**config.mk**
```make
export PLATFORM = sky130hd
export DESIGN_NAME = gpio_input_conditioner
export DESIGN_NICKNAME = d
export VERILOG_FILES = /design/src/rtl/gpio_cond_pkg.sv /design/src/rtl/gpio_debounce_bit.sv /design/src/rtl/gpio_input_conditioner.sv
export SDC_FILE = /design/constraint.sdc
export NUM_CORES = 1
export LEC_CHECK = 0
export ABC_AREA = 1
export BUFFER_PORTS_ARGS = -buffer_cell sky130_fd_sc_hd__buf_2
export CORE_MARGIN = 2
export CORE_UTILIZATION = 50
export DETAILED_ROUTE_END_ITERATION = 8
export PLACE_DENSITY = 0.67
export SLEW_MARGIN = 20
export SYNTH_ARGS = -nofsm -noshare
export SYNTH_HDL_FRONTEND = slang
export SYNTH_HIERARCHICAL = 1
export SYNTH_SLANG_ARGS = --single-unit
```
**constraint.sdc**
```tcl
create_clock -name pclk -period 2.2 [get_ports pclk]
set_input_delay 0.11 -clock pclk [delete_from_list [all_inputs] [get_ports pclk]]
set_output_delay 0.11 -clock pclk [all_outputs]
set_load 0.005 [all_outputs]
```
**src/rtl/gpio_cond_pkg.sv**
```systemverilog
// gpio_cond_pkg: register map and reset constants for the GPIO input conditioner
package gpio_cond_pkg;
  localparam logic [3:0] DB_THRESH_ADDR  = 4'h0;
  localparam logic [3:0] RISE_EN_ADDR    = 4'h1;
  localparam logic [3:0] FALL_EN_ADDR    = 4'h2;
  localparam logic [3:0] INT_STATUS_ADDR = 4'h3;
  localparam logic [3:0] CLEAN_ADDR      = 4'h4;
  localparam logic [3:0] RAW_SYNC_ADDR   = 4'h5;
  localparam logic [7:0] DB_THRESH_RST   = 8'h03;
  localparam logic [7:0] EN_RST          = 8'h00;
  localparam logic [7:0] STATUS_RST      = 8'h00;
endpackage

```
**src/rtl/gpio_debounce_bit.sv**
```systemverilog
// gpio_debounce_bit: two-flop synchroniser plus debounce filter with edge pulses for one pin
module gpio_debounce_bit #(
  parameter int DB_W = 8
) (
  input  logic            pclk,
  input  logic            preset_n,
  input  logic            pad,
  input  logic [DB_W-1:0] thresh,
  output logic            sync,
  output logic            clean,
  output logic            rise,
  output logic            fall
);
  logic            s1;
  logic [DB_W-1:0] cnt;
  logic            accept;
  // >= rather than == so a lowered threshold applies at once and cnt never wraps
  always_comb begin
    accept = (sync != clean) && (cnt >= thresh);
    rise   = accept & sync;
    fall   = accept & ~sync;
  end
  always_ff @(posedge pclk or negedge preset_n)
    if (!preset_n) begin
      s1    <= 1'b0;
      sync  <= 1'b0;
      clean <= 1'b0;
      cnt   <= '0;
    end else begin
      s1    <= pad;
      sync  <= s1;
      clean <= accept ? sync : clean;
      cnt   <= (sync == clean || accept) ? '0 : cnt + DB_W'(1);
    end
endmodule

```
**src/rtl/gpio_input_conditioner.sv**
```systemverilog
// gpio_input_conditioner: per-pin sync/debounce with sticky edge interrupts behind an APB register file
module gpio_input_conditioner
  import gpio_cond_pkg::*;
#(
  parameter int WIDTH = 8,
  parameter int DB_W  = 8
) (
  input  logic             pclk,
  input  logic             preset_n,
  input  logic             psel_i,
  input  logic             penable_i,
  input  logic [3:0]       paddr_i,
  input  logic             pwrite_i,
  input  logic [7:0]       pwdata_i,
  output logic [7:0]       prdata_o,
  output logic             pready_o,
  input  logic [WIDTH-1:0] pad_i,
  output logic [WIDTH-1:0] gpio_clean_o,
  output logic             irq_o
);
  logic [DB_W-1:0]  db_thresh;
  logic [WIDTH-1:0] rise_en, fall_en, int_status;
  logic [WIDTH-1:0] raw_sync, rise, fall, w1c;
  logic [7:0]       rd;
  logic             wr;
  genvar i;
  generate
    for (i = 0; i < WIDTH; i++) begin : g_bit
      gpio_debounce_bit #(.DB_W(DB_W)) u_db (
        .pclk    (pclk),
        .preset_n(preset_n),
        .pad     (pad_i[i]),
        .thresh  (db_thresh),
        .sync    (raw_sync[i]),
        .clean   (gpio_clean_o[i]),
        .rise    (rise[i]),
        .fall    (fall[i])
      );
    end
  endgenerate
  always_comb begin
    wr       = psel_i & penable_i & pwrite_i;
    w1c      = (wr && paddr_i == INT_STATUS_ADDR) ? pwdata_i[WIDTH-1:0] : '0;
    rd       = (paddr_i == DB_THRESH_ADDR)  ? 8'(db_thresh)    :
               (paddr_i == RISE_EN_ADDR)    ? 8'(rise_en)      :
               (paddr_i == FALL_EN_ADDR)    ? 8'(fall_en)      :
               (paddr_i == INT_STATUS_ADDR) ? 8'(int_status)   :
               (paddr_i == CLEAN_ADDR)      ? 8'(gpio_clean_o) :
               (paddr_i == RAW_SYNC_ADDR)   ? 8'(raw_sync)     : 8'h00;
    prdata_o = (psel_i & ~pwrite_i) ? rd : 8'h00;
    pready_o = 1'b1;
    irq_o    = |int_status;
  end
  // a new edge sets its flag even when the same bit is being W1C-cleared
  always_ff @(posedge pclk or negedge preset_n)
    if (!preset_n) begin
      db_thresh  <= DB_THRESH_RST[DB_W-1:0];
      rise_en    <= EN_RST[WIDTH-1:0];
      fall_en    <= EN_RST[WIDTH-1:0];
      int_status <= STATUS_RST[WIDTH-1:0];
    end else begin
      db_thresh  <= (wr && paddr_i == DB_THRESH_ADDR) ? pwdata_i[DB_W-1:0] : db_thresh;
      rise_en    <= (wr && paddr_i == RISE_EN_ADDR) ? pwdata_i[WIDTH-1:0] : rise_en;
      fall_en    <= (wr && paddr_i == FALL_EN_ADDR) ? pwdata_i[WIDTH-1:0] : fall_en;
      int_status <= (int_status & ~w1c) | (rise & rise_en) | (fall & fall_en);
    end
endmodule

```
* Yosys cells after proc, flatten, opt, wreduce, memory -nomap -nowiden
Cells that the tools add are included.
** Operators by class
- Order comparisons :: 8
- Add/subtract/negate cells :: 8
- Equal/unequal tests :: 21
- Reduce and logical (&&, ||, !) cells :: 22
- Mux-type cells :: 16
- Bitwise logic cells :: 34
** Operators by type and width (number)
- 8-bit 2-to-1 mux :: 16
- 8-bit by 1-bit adder with 8-bit output, second input constant :: 8
- 8-bit greater-or-equal comparator :: 8
- 8-bit AND :: 3
- 1-bit AND :: 19
- 8-bit bitwise OR :: 2
- 1-bit logical AND :: 12
- 1-bit NOT :: 9
- 1-bit equality test :: 8
- 4-bit by 2-bit equality test with 1-bit output, second input constant :: 2
- 4-bit by 3-bit equality test with 1-bit output, second input constant :: 2
- 1-bit logical OR :: 8
- 1-bit inequality test :: 8
- 8-bit NOT :: 1
- 8-bit OR reduction :: 1
- 4-bit by 1-bit equality test with 1-bit output, second input constant :: 1
- 4-bit zero test :: 1
** Storage, ports and cells
- Flip-flop bits (word level) :: 120
- Input port bits :: 25
- Logic and storage cells :: 145
- Output and inout bits :: 18

* Logic depth before layout (Yosys ltp)
Gate-level depths: netlist (run 1).
- Depth in word-level cells :: 8
- Depth in mapped cells :: 13
- Gate-level depth less buffers :: 13

* Hierarchy
Netlist (run 1), hierarchy kept.
** Modules (own cells, without submodules)
- gpio_debounce_bit :: instances 8, cells each 89, area an instance 732.0 sq um
- gpio_input_conditioner :: instances 1, cells each 231, area an instance 1911.8 sq um

* Worst setup path before layout (run 1)
No wires, ideal clock.
- Path type :: flip-flop to flip-flop
- Start :: register db_thresh[1]
- End :: register int_status[5]
- Period minus slack after synthesis :: 1.673 ns
- Setup time :: 0.127 ns
- Arrival time :: 1.546 ns
- Cell stages (with the launch flop) :: 13
- Data required time :: 2.073 ns
- Setup slack :: 0.527 ns
- Path buffers :: 0
- Path through :: dfstp_2 inv_1 ha_1 nand2_1 nand2_1 nand2_1 nand2_1 nand2_1 nand3_1 nand2_1 inv_1 nand2_1 nand3_1
** On the way
- Longest elaborated chain between the ends :: 6
- Elaborated cells on any way between the ends :: 8
- Those cells by class :: 1 x order compare; 6 x bitwise; 1 x reduce/logical
** Ends and longest elaborated chain
- start, declared :: line gpio_input_conditioner.sv:21 : logic [DB_W-1:0] db_thresh;
- start signal, assigned :: line gpio_input_conditioner.sv:57 : db_thresh <= DB_THRESH_RST[DB_W-1:0];
- start signal, assigned :: line gpio_input_conditioner.sv:62 : db_thresh <= (wr && paddr_i == DB_THRESH_ADDR) ? pwdata_i[DB_W-1:0] : db_thresh;
- 8-bit greater-or-equal comparator :: line gpio_debounce_bit.sv:19 : accept = (sync != clean) && (cnt >= thresh);
- 1-bit logical AND :: line gpio_debounce_bit.sv:19
- 1-bit AND :: line gpio_debounce_bit.sv:20 : rise = accept & sync;
- net rise[5] :: line gpio_input_conditioner.sv:23 : logic [WIDTH-1:0] raw_sync, rise, fall, w1c;
- 8-bit AND :: line gpio_input_conditioner.sv:65 : int_status <= (int_status & ~w1c) | (rise & rise_en) | (fall & fall_en);
- 8-bit bitwise OR (2 in a row) :: line gpio_input_conditioner.sv:65
- end signal, assigned :: line gpio_input_conditioner.sv:60 : int_status <= STATUS_RST[WIDTH-1:0];
- end signal, assigned :: line gpio_input_conditioner.sv:65
- end, declared :: line gpio_input_conditioner.sv:22 : logic [WIDTH-1:0] rise_en, fall_en, int_status;
The timed path passes the listed nets, and every way through them passes these cells.
A chain may end at the register's enable or synchronous reset.

* Worst setup path after layout (run 1)
- Start :: register db_thresh[1]
- End :: register int_status[6]
The elaborated chain is that of the path after synthesis.

==> results of run 1 <==
## kinds of logic after synthesis
group,count (synthesis)
AOI/OAI and AO/OA,80
other,1
DFF,120
buffers and inverters,182
and+or+nand+nor,440
adders and majority gates,72
xor gates and xnor gates,48
## tightest hold or removal path, stage by stage
cell and delay [ns]:
buf_2 0.07, inv_1 0.08, o21ai_2 0.13
## power by group through the flow
stage	Combinational (mW)	Sequential (mW)	Clock [mW]
after floorplan	1.67	2.78	0
after global placement	2.22	2.86	0
after detailed placement	2.27	2.86	0
after CTS	2.32	2.83	3.08
after global routing	2.66	2.88	3.20
final	2.29	2.83	3.03
## stage by stage
stage / cells / hold slack [ns]
2_1_floorplan: 943 / -0.1856
3_3_place_gp: 1182 / 0.1328
3_5_place_dp: 1182 / 0.1338
4_1_cts: 1221 / 0.01367
5_1_grt: 1221 / 0.02503
6_report: 1221 / 0.01851
## registers in the layout, summed over array words and instances, names as in the netlist
signal	cells
db_thresh	8
fall_en	8
g_bit.u_db/clean	8
g_bit.u_db/cnt	64
g_bit.u_db/s1	8
g_bit.u_db/sync	8
int_status	8
rise_en	8
## routing by layer
layer / global-route usage [%] / vias to the layer above / part of all wire (%)
li1: - / 3125 / -
met1: 31.55 / 2777 / 48
met2: 37.04 / 112 / 46
met3: 5.031 / 12 / 4.5
met4: 4.668 / 0 / 0.89
met5: 0 / - / 0
## final cells by class
class                   instances  area [um2]
repair buffers                 67       450.4
multi-input cells             641        4031
well taps                     188       235.2
fillers                      1361        6177
clock inverters                 9       172.7
inverters                     175       669.4
clock buffers                  21       460.4
flip-flops and latches        120        3005
## cell usage after synthesis (10+ instances only)
master	count
nand2_1	206
nand2_2	10
nor2_1	97
xnor2_1	16
xor2_1	32
o21ai_1	11
inv_1	170
dfrtp_1	118
nor2_4	10
a21oi_1	32
ha_1	72
nand3_1	64
o21ai_2	21
## final timing paths
kind                       cells past startpoint                              to                  startpoint  slack, ns
max in group asynchronous                      3  g_bit[6].u_db/cnt[0]$_DFF_PN0_                    preset_n       1.29
min                                            3          fall_en[5]$_DFFE_PN0P_                 pwdata_i[5]       0.02
min reg2reg                                    0    g_bit[4].u_db/sync$_DFF_PN0_  g_bit[4].u_db/s1$_DFF_PN0_       0.35
min in group asynchronous                      2  g_bit[3].u_db/cnt[4]$_DFF_PN0_                    preset_n       0.23
max                                           12         int_status[6]$_DFF_PN0_    db_thresh[1]$_DFFE_PN1P_       0.24
max reg2reg                                   12         int_status[6]$_DFF_PN0_    db_thresh[1]$_DFFE_PN1P_       0.24
## what timing repair did
item,in CTS,in global routing
endpoints found under the setup margin,0,0
gates resized for setup,0,0
hold endpoints to repair,44,0
hold buffers,9,0
==> run_results.csv, run 1 <==
group,metric,value,unit
run_status,status,"finished, final reports clean",
global_route,antenna_found_initial,0,
placed_design,routabilityCongestion,0.8163,
yosys,yosysSeqAreaShare,38.69,%
timing,finalCritPeriodShare,89.27,%
cells_and_area,n_antenna_cell,0,
job,cap_violations,0,
floorplan,die_h,128.6,um
floorplan,core,15200,um2
clocking,cts_setup_buffers,0,
clocking,clk_pin_slew,0.05,ns
yosys,postSynth.asyncResetShare,100.0,%
power_and_ir_drop,power_frac_comb,28.1,%
yosys,synth_top_family_by_area,"simple AND/OR/NAND/NOR gates",
timing,finalMaxSlewViolations,0,
power_and_ir_drop,power.switching,2.740,mW
clocking,numCtsBuffers,17,
drt,detail-route-antenna-nets,0,
yosys,synth-simple-area-share,28.41,%
timing,setup_viol,0,
worst_setup_path,arrival,2.25,ns
yosys,synth_edf_count,0,
worst_setup_path,slowest_delay,0.69,ns
power_and_ir_drop,p_per_area,902.7,nW/um2
global_route,grt_pass1_vias,5784,
cells_and_area,final_common_cell,"nand2_1",
yosys,syn_nets,1040,
global_route,grt_pass1_wl,29.21,mm
cells_and_area,final_area,9025,um2
global_route,grt_max_degree,49,
yosys,synth_cell_types,36,
worst_setup_path,path_buf_inv,2,
worst_setup_path,path_max_fanout,10,
worst_setup_path,crit_top_cell,"nand2_1",
drt,post_drt_wl_per_cell,14.11,um
timing,rsz0062_at_grt,"no",
worst_setup_path,cp.required,2.49,ns
placed_design,placed_area,8302,um2
yosys,synthFlopType,"dfrtp_1",
drt,vias,6026,
power_and_ir_drop,seqPwrFrac,34.7,%
hold_path,hold_path_class,"input port to flip-flop",
cells_and_area,final_cell_mix,"nand2_1 (206), inv_1 (170), dfrtp_1 (118)",
yosys,yosys_warnings,6,
worst_setup_path,critPathKind,"flip-flop to flip-flop",
worst_setup_path,crit_path_end_kind,"flip-flop",
worst_setup_path,cp_cell_sequence,"inv_1 -> ha_1 -> nand2_1 -> nand2_1 -> nand2_1 -> nand2_1 -> nand2_1 -> nand3_1 -> nand2_1 -> inv_1 -> nand2_1 -> nand3_1",
drt,drt_wl_total,17.22,mm
floorplan,ios,43,
cells_and_area,synthToLayoutAreaGrowth,16.19,%
yosys,synthTopCellsByArea,"dfrtp_1 (38%), ha_1 (12%), nand2_1 (10%)",
timing,max-slew-margin-rel,52.56,%
yosys,synth_compound_area_share,6.427,%
drt,drc,0,
power_and_ir_drop,ir_drop,0.0008101,V
yosys,syn_inst,943,
timing,hold_viol,0,
clocking,cts_num_sinks,120,
floorplan,dieWidth,128.6,um
yosys,synth.largest_area_cell,"dfrtp_1",
cells_and_area,drive_gt1_share,16.26,%
clocking,htreeDepth,4,
power_and_ir_drop,power.leakage,4.673,nW
yosys,synthAdderAreaFrac,11.60,%
worst_setup_path,cp-start-kind,"flip-flop",
timing,setup_ws,0.2360,ns
global_route,groute.usage.overall,22.78,%
drt,dr.pass1.iters,5,
drt,drt_iter0_markers,400,
placed_design,io_buffer_count,41,
yosys,ys_ff_latch,120,
timing,min_period,1.964,ns
clocking,clock_latency,0.41,ns
clocking,root_buffer,"clkbuf_16",
timing,tns,0,ns
yosys,syn_area,7767,um2
timing,clock_skew,0.008150,ns
cells_and_area,finalNetCount,1119,
placed_design,dp_hpwl,12.16,mm
global_route,gr-total-overflow,0,
worst_setup_path,crit_family,"simple AND/OR/NAND/NOR gates",
power_and_ir_drop,fin_total_pwr,8.147,mW
power_and_ir_drop,clkPwrFrac,37.2,%
yosys,synth-xor-area-share,5.412,%
floorplan,initial_core_util,51.09,%
timing,fmax,509.2,MHz
cells_and_area,final_core_utilization,59.37,%
timing,worst_slew_pin_slew,0.7108,ns
clocking,cts_tree,"built",
yosys,synthMuxAreaShare,0,%
floorplan,rows,45,
clocking,clock_path_buffers,2,
power_and_ir_drop,sw_frac_of_total,33.63,%
drt,vias_per_cell,4.935,
placed_design,pre_cts_ws,0.2509,ns
floorplan,dieArea,16550,um2
yosys,synth_top_area_share,38.02,%
yosys,syn_area_per_cell,8.237,um2
power_and_ir_drop,p_int,5.407,mW
worst_setup_path,cp_slowest_cell,"dfstp_2",
No activity file was read; power rests on OpenSTA's default activity.
==> run 2: changes to the inputs <==
==> constraint.sdc (replaced) <==
create_clock -name pclk -period 1.9 [get_ports pclk]
set_input_delay 0.095 -clock pclk [delete_from_list [all_inputs] [get_ports pclk]]
set_output_delay 0.095 -clock pclk [all_outputs]
set_load 0.005 [all_outputs]
==> run 2 against run 1 <==
Against the previous run:
- total power rose by 19%
- critical path type is now flip-flop to output pin
- sequential power up 17%
- sequential share of layout area shrank 1.4 points
- via count rose by 1.5%
- highest routed layer unchanged
- routed wire length shrank 0.17%
- register-to-register slack got worse by 0.18 ns
- final area up 4.5%
- largest power group unchanged
- critical path depth is 6 lower
- clock skew down 0.0015 ns
==> run_results.csv, run 2 (synthesized netlist as in run 1, its figures left out) <==
group,metric,value,unit
timing,rsz0062_at_grt,"yes",
worst_setup_path,crit_path_end_kind,"output pin",
worst_setup_path,ff2ff_path_depth,9,
worst_setup_path,critPathKind,"flip-flop to output pin",
placed_design,placed_area,8412,um2
timing,fmax,536.3,MHz
cells_and_area,final_area,9429,um2
timing,hold_viol,0,
power_and_ir_drop,p_per_area,1031,nW/um2
power_and_ir_drop,power_frac_comb,31.9,%
power_and_ir_drop,power.leakage,4.775,nW
floorplan,dieArea,16550,um2
drt,vias,6114,
drt,vias_per_cell,4.931,
clocking,root_buffer,"clkbuf_16",
global_route,antenna_found_initial,0,
cells_and_area,synthToLayoutAreaGrowth,21.39,%
hold_path,hold_path_class,"input port to flip-flop",
cells_and_area,n_fill_cell,1319,
worst_setup_path,path_max_fanout,4,
cells_and_area,finalNetCount,1136,
worst_setup_path,cp-start-kind,"flip-flop",
power_and_ir_drop,clkPwrFrac,34.1,%
global_route,use_met3,5.572,%
clocking,clk_pin_slew,0.06,ns
timing,worst_slew_pin_slew,0.6258,ns
worst_setup_path,rr_endpoint,"g_bit[5].u_db/cnt[4]$_DFF_PN0_",
worst_setup_path,timing.rr.start,"db_thresh[7]$_DFFE_PN0P_",
cells_and_area,final_common_cell,"nand2_1",
placed_design,routabilityCongestion,0.8338,
global_route,grt_pass1_vias,5896,
clocking,clock_latency,0.43,ns
global_route,use_met2,36.23,%
clocking,htreeDepth,4,
placed_design,placed_cells,1190,
run_status,status,"finished, final reports clean",
drt,detail-route-antenna-nets,0,
floorplan,rows,45,
clocking,numCtsBuffers,17,
cells_and_area,final_cell_mix,"nand2_1 (197), inv_1 (169), dfrtp_1 (116)",
placed_design,io_buffer_count,41,
floorplan,die_h,128.6,um
placed_design,dp_hpwl,11.94,mm
hold_path,hp-start,"pwdata_i[0]",
global_route,grt_pass1_wl,28.67,mm
drt,drt_iter0_markers,302,
clocking,cts_tree,"built",
floorplan,initial_core_util,51.09,%
drt,post_drt_wl_per_cell,13.87,um
global_route,grt_max_degree,34,
power_and_ir_drop,seqPwrFrac,33.9,%
global_route,gr-total-overflow,0,
timing,max-slew-margin-rel,58.13,%
power_and_ir_drop,p_int,6.256,mW
power_and_ir_drop,ir_drop,0.0008968,V
cells_and_area,largest-register,"g_bit.u_db/cnt",
worst_setup_path,rrSetupSlack,0.06,ns
floorplan,dieWidth,128.6,um
floorplan,ios,43,
power_and_ir_drop,power.switching,3.461,mW
power_and_ir_drop,sw_frac_of_total,35.62,%
clocking,cts_num_sinks,120,
drt,drt_wl_total,17.20,mm
timing,finalMaxSlewViolations,0,
clocking,clock_path_buffers,2,
cells_and_area,n_antenna_cell,0,
worst_setup_path,crit_start,"db_thresh[1]$_DFFE_PN1P_",
worst_setup_path,cp.required,1.80,ns
timing,clock_skew,0.006662,ns
cells_and_area,final_cells,1240,
drt,dr.pass1.iters,5,
cells_and_area,largest_reg_flops,64,
global_route,busiest_layer,"met2",
global_route,met1_usage,30.02,%
timing,min_period,1.865,ns
floorplan,core,15200,um2
cells_and_area,drive_gt1_share,23.57,%
worst_setup_path,crit_end,"prdata_o[1]",
timing,setup_viol,0,
drt,drc,0,
job,cap_violations,0,
global_route,groute.usage.overall,22.41,%
timing,finalCritPeriodShare,98.13,%
worst_setup_path,arrival,1.77,ns
[run 2: cell types whose count changed in the layout (fill, tap and decap cells not counted), moves of 3 or more]
cell        before  now
buf_6            0    4
nand3_1         64   57
ha_1            72   66
nor2_2           2   38
clkbuf_8         2    5
nor2_1          97   61
nand2_1        206  197
nand2_2         10   19
clkinvlp_4       1    5
buf_12           2    6
buf_4           16   23
ha_4             0    6
nand3_2          9   16
bufinv_16        5    2
[run 2: metal layers]
layer	routed length [um]	share of wire, %
met1	8179	48
met4	255	1.5
met2	8089	47
met3	670	3.9
met5	0	0
[run 2: critical path, cell delays in order, from the launching register on]
cell and delay [ns]:
dfstp_2 0.56, buf_6 0.13, buf_4 0.11, buf_4 0.09
o21ai_0 0.07, a21oi_1 0.23, buf_2 0.16
[run 2: per-stage QoR]
stage          util (%)  setup slack, ns   TNS [ns]  hold slack [ns]  power, mW
2_1_floorplan         -           0.2271          0          -0.2006      5.151
3_3_place_gp      55.33          0.03070          0          0.08636      6.027
3_5_place_dp      55.33          0.01166          0          0.08585      6.071
4_1_cts           60.12        -0.004029  -0.005916         0.007056      9.454
5_1_grt           62.02         -0.04596    -0.5473          0.02789      10.39
6_report          62.02          0.03549          0          0.01229      9.717
[run 2: layout make-up]
class	count	area [um2]	area share, %
multi-input cells	641	4254	45.12
flip-flops and latches	120	3012	31.94
inverters	175	669.4	7.099
repair buffers	84	648.1	6.874
clock buffers	22	494.2	5.242
well taps	188	235.2	2.495
clock inverters	10	116.4	1.234
[run 2: power by group through the flow]
stage	Combinational [mW]	Sequential [mW]	Clock [mW]
floorplan	1.94	3.22	0
global placement	2.70	3.32	0
detailed placement	2.75	3.32	0
CTS	2.80	3.28	3.37
global route	3.56	3.35	3.49
finish	3.10	3.30	3.32
[run 2: worst min-delay path by stage]
| stage | to | slack (ns) | depth (start not counted) |
|---|---|---|---|
| after floorplan | db_thresh[2]$_DFFE_PN0P_ | -0.20 | 0 |
| after global placement | g_bit[3].u_db/cnt[4]$_DFF_PN0_ | 0.09 | 1 |
| after detailed placement | g_bit[3].u_db/cnt[3]$_DFF_PN0_ | 0.09 | 1 |
| after CTS | rise_en[6]$_DFFE_PN0P_ | 0.007 | 3 |
| after global routing | rise_en[6]$_DFFE_PN0P_ | 0.03 | 3 |
| final | db_thresh[0]$_DFFE_PN1P_ | 0.01 | 3 |
[run 2: what timing repair did]
action	in CTS	in global routing
buffers inserted	0	7
hold buffers	11	0
setup endpoints to repair	3	72
pin swaps	0	12
hold endpoints to repair	42	0
resized for setup	2	65
==> run 3: changes to the inputs <==
--- a/config.mk
+++ b/config.mk
@@ -7,6 +7,7 @@
 export LEC_CHECK = 0
 export ABC_AREA = 1
 export BUFFER_PORTS_ARGS = -buffer_cell sky130_fd_sc_hd__buf_2
+export CORE_ASPECT_RATIO = 0.6
 export CORE_MARGIN = 2
 export CORE_UTILIZATION = 50
 export DETAILED_ROUTE_END_ITERATION = 8
==> run 3 against run 2 <==
Against the previous run:
- clock power grew 3%
- clock-buffer cell count is the same
- global-route usage grew 1.2 points
==> run_results.csv, run 3 (synthesized netlist as in run 1, its figures left out) <==
group,metric,value,unit
drt,met3_length,892,um
cells_and_area,drive_gt1_share,21.67,%
clocking,cts_tree,"built",
power_and_ir_drop,power.leakage,4.790,nW
run_status,status,"finished, final reports clean",
clocking,cts_num_sinks,120,
placed_design,routabilityCongestion,0.8279,
timing,fmax,550.1,MHz
worst_setup_path,arrival,2.17,ns
power_and_ir_drop,p_per_area,1045,nW/um2
global_route,grt_pass1_wl,29.99,mm
drt,dr.pass1.iters,5,
timing,finalCritPeriodShare,95.67,%
cells_and_area,finalNetCount,1136,
global_route,gr-total-overflow,0,
clocking,clk_pin_slew,0.06,ns
job,cap_violations,0,
drt,topRoutingLayerUsed,"met4",
timing,hold_viol,0,
floorplan,ios,43,
cells_and_area,final_cells,1255,
drt,drt_wl_total,18.14,mm
floorplan,die_h,100.5,um
global_route,grt_max_degree,50,
worst_setup_path,cp.required,2.25,ns
global_route,grt_pass1_vias,6059,
placed_design,placed_cells,1207,
timing,clock_skew,0.01143,ns
timing,tns,0,ns
cells_and_area,largest-register,"g_bit.u_db/cnt",
drt,wl_met2,7.937,mm
worst_setup_path,path_max_fanout,8,
clocking,clock_path_buffers,2,
worst_setup_path,crit_top_cell,"nand2_1",
worst_setup_path,rr_endpoint,"g_bit[0].u_db/cnt[6]$_DFF_PN0_",
global_route,groute.usage.overall,23.65,%
drt,drc,0,
clocking,htreeDepth,4,
cells_and_area,synthToLayoutAreaGrowth,20.97,%
floorplan,dieArea,16580,um2
cells_and_area,largest_reg_flops,64,
timing,holdWs,0.01650,ns
drt,vias,6237,
power_and_ir_drop,fin_total_pwr,9.816,mW
drt,detail-route-antenna-nets,0,
timing,setup_viol,0,
cells_and_area,n_antenna_cell,0,
hold_path,hold_path_class,"input port to flip-flop",
floorplan,dieWidth,164.9,um
cells_and_area,final_common_cell,"nand2_1",
worst_setup_path,crit_end,"g_bit[0].u_db/cnt[6]$_DFF_PN0_",
worst_setup_path,critPathKind,"flip-flop to flip-flop",
floorplan,core,15280,um2
worst_setup_path,ff2ff_path_depth,11,
drt,wl_met1,9.081,mm
placed_design,dp_hpwl,12.64,mm
timing,min_period,1.818,ns
cells_and_area,n_fill_cell,1294,
worst_setup_path,crit_path_end_kind,"flip-flop",
timing,finalMaxSlewViolations,0,
drt,vias_per_cell,4.970,
worst_setup_path,cp_slowest_cell,"dfstp_2",
drt,post_drt_wl_per_cell,14.45,um
timing,max-slew-margin-rel,56.69,%
worst_setup_path,cp_cell_sequence,"buf_6 -> inv_2 -> ha_4 -> nand2_1 -> nand2_1 -> nand2_1 -> nand2_1 -> nand2_2 -> buf_4 -> nand4_4 -> nor2_1",
floorplan,rows,35,
clocking,root_buffer,"clkbuf_16",
clocking,numCtsBuffers,17,
drt,drt_iter0_markers,372,
timing,worst_slew_pin_slew,0.6473,ns
power_and_ir_drop,ir_drop,0.0005426,V
worst_setup_path,cp-start-kind,"flip-flop",
worst_setup_path,crit_start,"db_thresh[1]$_DFFE_PN1P_",
placed_design,io_buffer_count,41,
global_route,antenna_found_initial,0,
clocking,clock_latency,0.42,ns
worst_setup_path,rrSetupSlack,0.08,ns
worst_setup_path,slowest_delay,0.56,ns
floorplan,initial_core_util,50.82,%
cells_and_area,final_cell_mix,"nand2_1 (195), inv_1 (168), dfrtp_1 (117)",
worst_setup_path,timing.rr.start,"db_thresh[1]$_DFFE_PN1P_",
[run 3: worst min-delay path by stage]
stage | start | endpoint | slack [ns] | depth (start not counted)
finish | pwdata_i[5] | rise_en[5]$_DFFE_PN0P_ | 0.02 | 3
detailed placement | preset_n | g_bit[1].u_db/cnt[3]$_DFF_PN0_ | 0.10 | 1
CTS | pwdata_i[6] | fall_en[6]$_DFFE_PN0P_ | 0.01 | 3
floorplan | preset_n | db_thresh[2]$_DFFE_PN0P_ | -0.20 | 0
global route | pwdata_i[5] | rise_en[5]$_DFFE_PN0P_ | 0.02 | 3
global placement | preset_n | g_bit[1].u_db/cnt[4]$_DFF_PN0_ | 0.1 | 1
[run 3: power by group]
part	switching [mW]	internal [mW]	leakage, nW	total, mW
clock network	1.21	2.20	0.295	3.42
logic	1.88	1.23	2.94	3.12
registers	0.398	2.88	1.56	3.28
total	3.50	6.32	4.79	9.82
[run 3: layout make-up]
type	count	area (um2)	share of cell area (%)
Clock inverter	10	142.6	1.518
Multi-Input combinational cell	641	4214	44.85
Sequential cell	120	3007	32.00
Tap cell	203	254.0	2.703
Timing Repair Buffer	84	625.6	6.658
Inverter	175	669.4	7.124
Clock buffer	22	484.2	5.153
[run 3: through the flow]
step           util, %  setup WS (ns)  instance area [um2]
6_report         61.48        0.08222                 9397
5_1_grt          61.48       -0.02481                 9397
4_1_cts          59.98        0.01928                 9168
3_5_place_dp     55.18       -0.04731                 8433
3_3_place_gp     55.18        0.01029                 8433
2_1_floorplan        -         0.2271                 7767
[run 3: critical path: cells and delay by family, from the launching register on]
| kind | cells | cell delay [ns] |
|---|---|---|
| flops | 1 | 0.56 |
| fa+ha+maj | 1 | 0.21 |
| buf+inv | 3 | 0.33 |
| simple gates | 7 | 0.64 |
[run 3: routing by layer]
layer / vias up / global-route usage, %
met5: - / 0
met4: 0 / 6.622
met1: 2923 / 33.32
li1: 3154 / -
met3: 18 / 5.759
met2: 142 / 36.50
[run 3: what timing repair did]
action | 4_1_cts | 5_1_grt
setup endpoints to repair | 7 | 44
gates cloned | 0 | 0
hold endpoints to repair | 44 | 0
buffers inserted | 0 | 6
resized for setup | 3 | 43
hold buffers | 10 | 0
pin swaps | 0 | 8
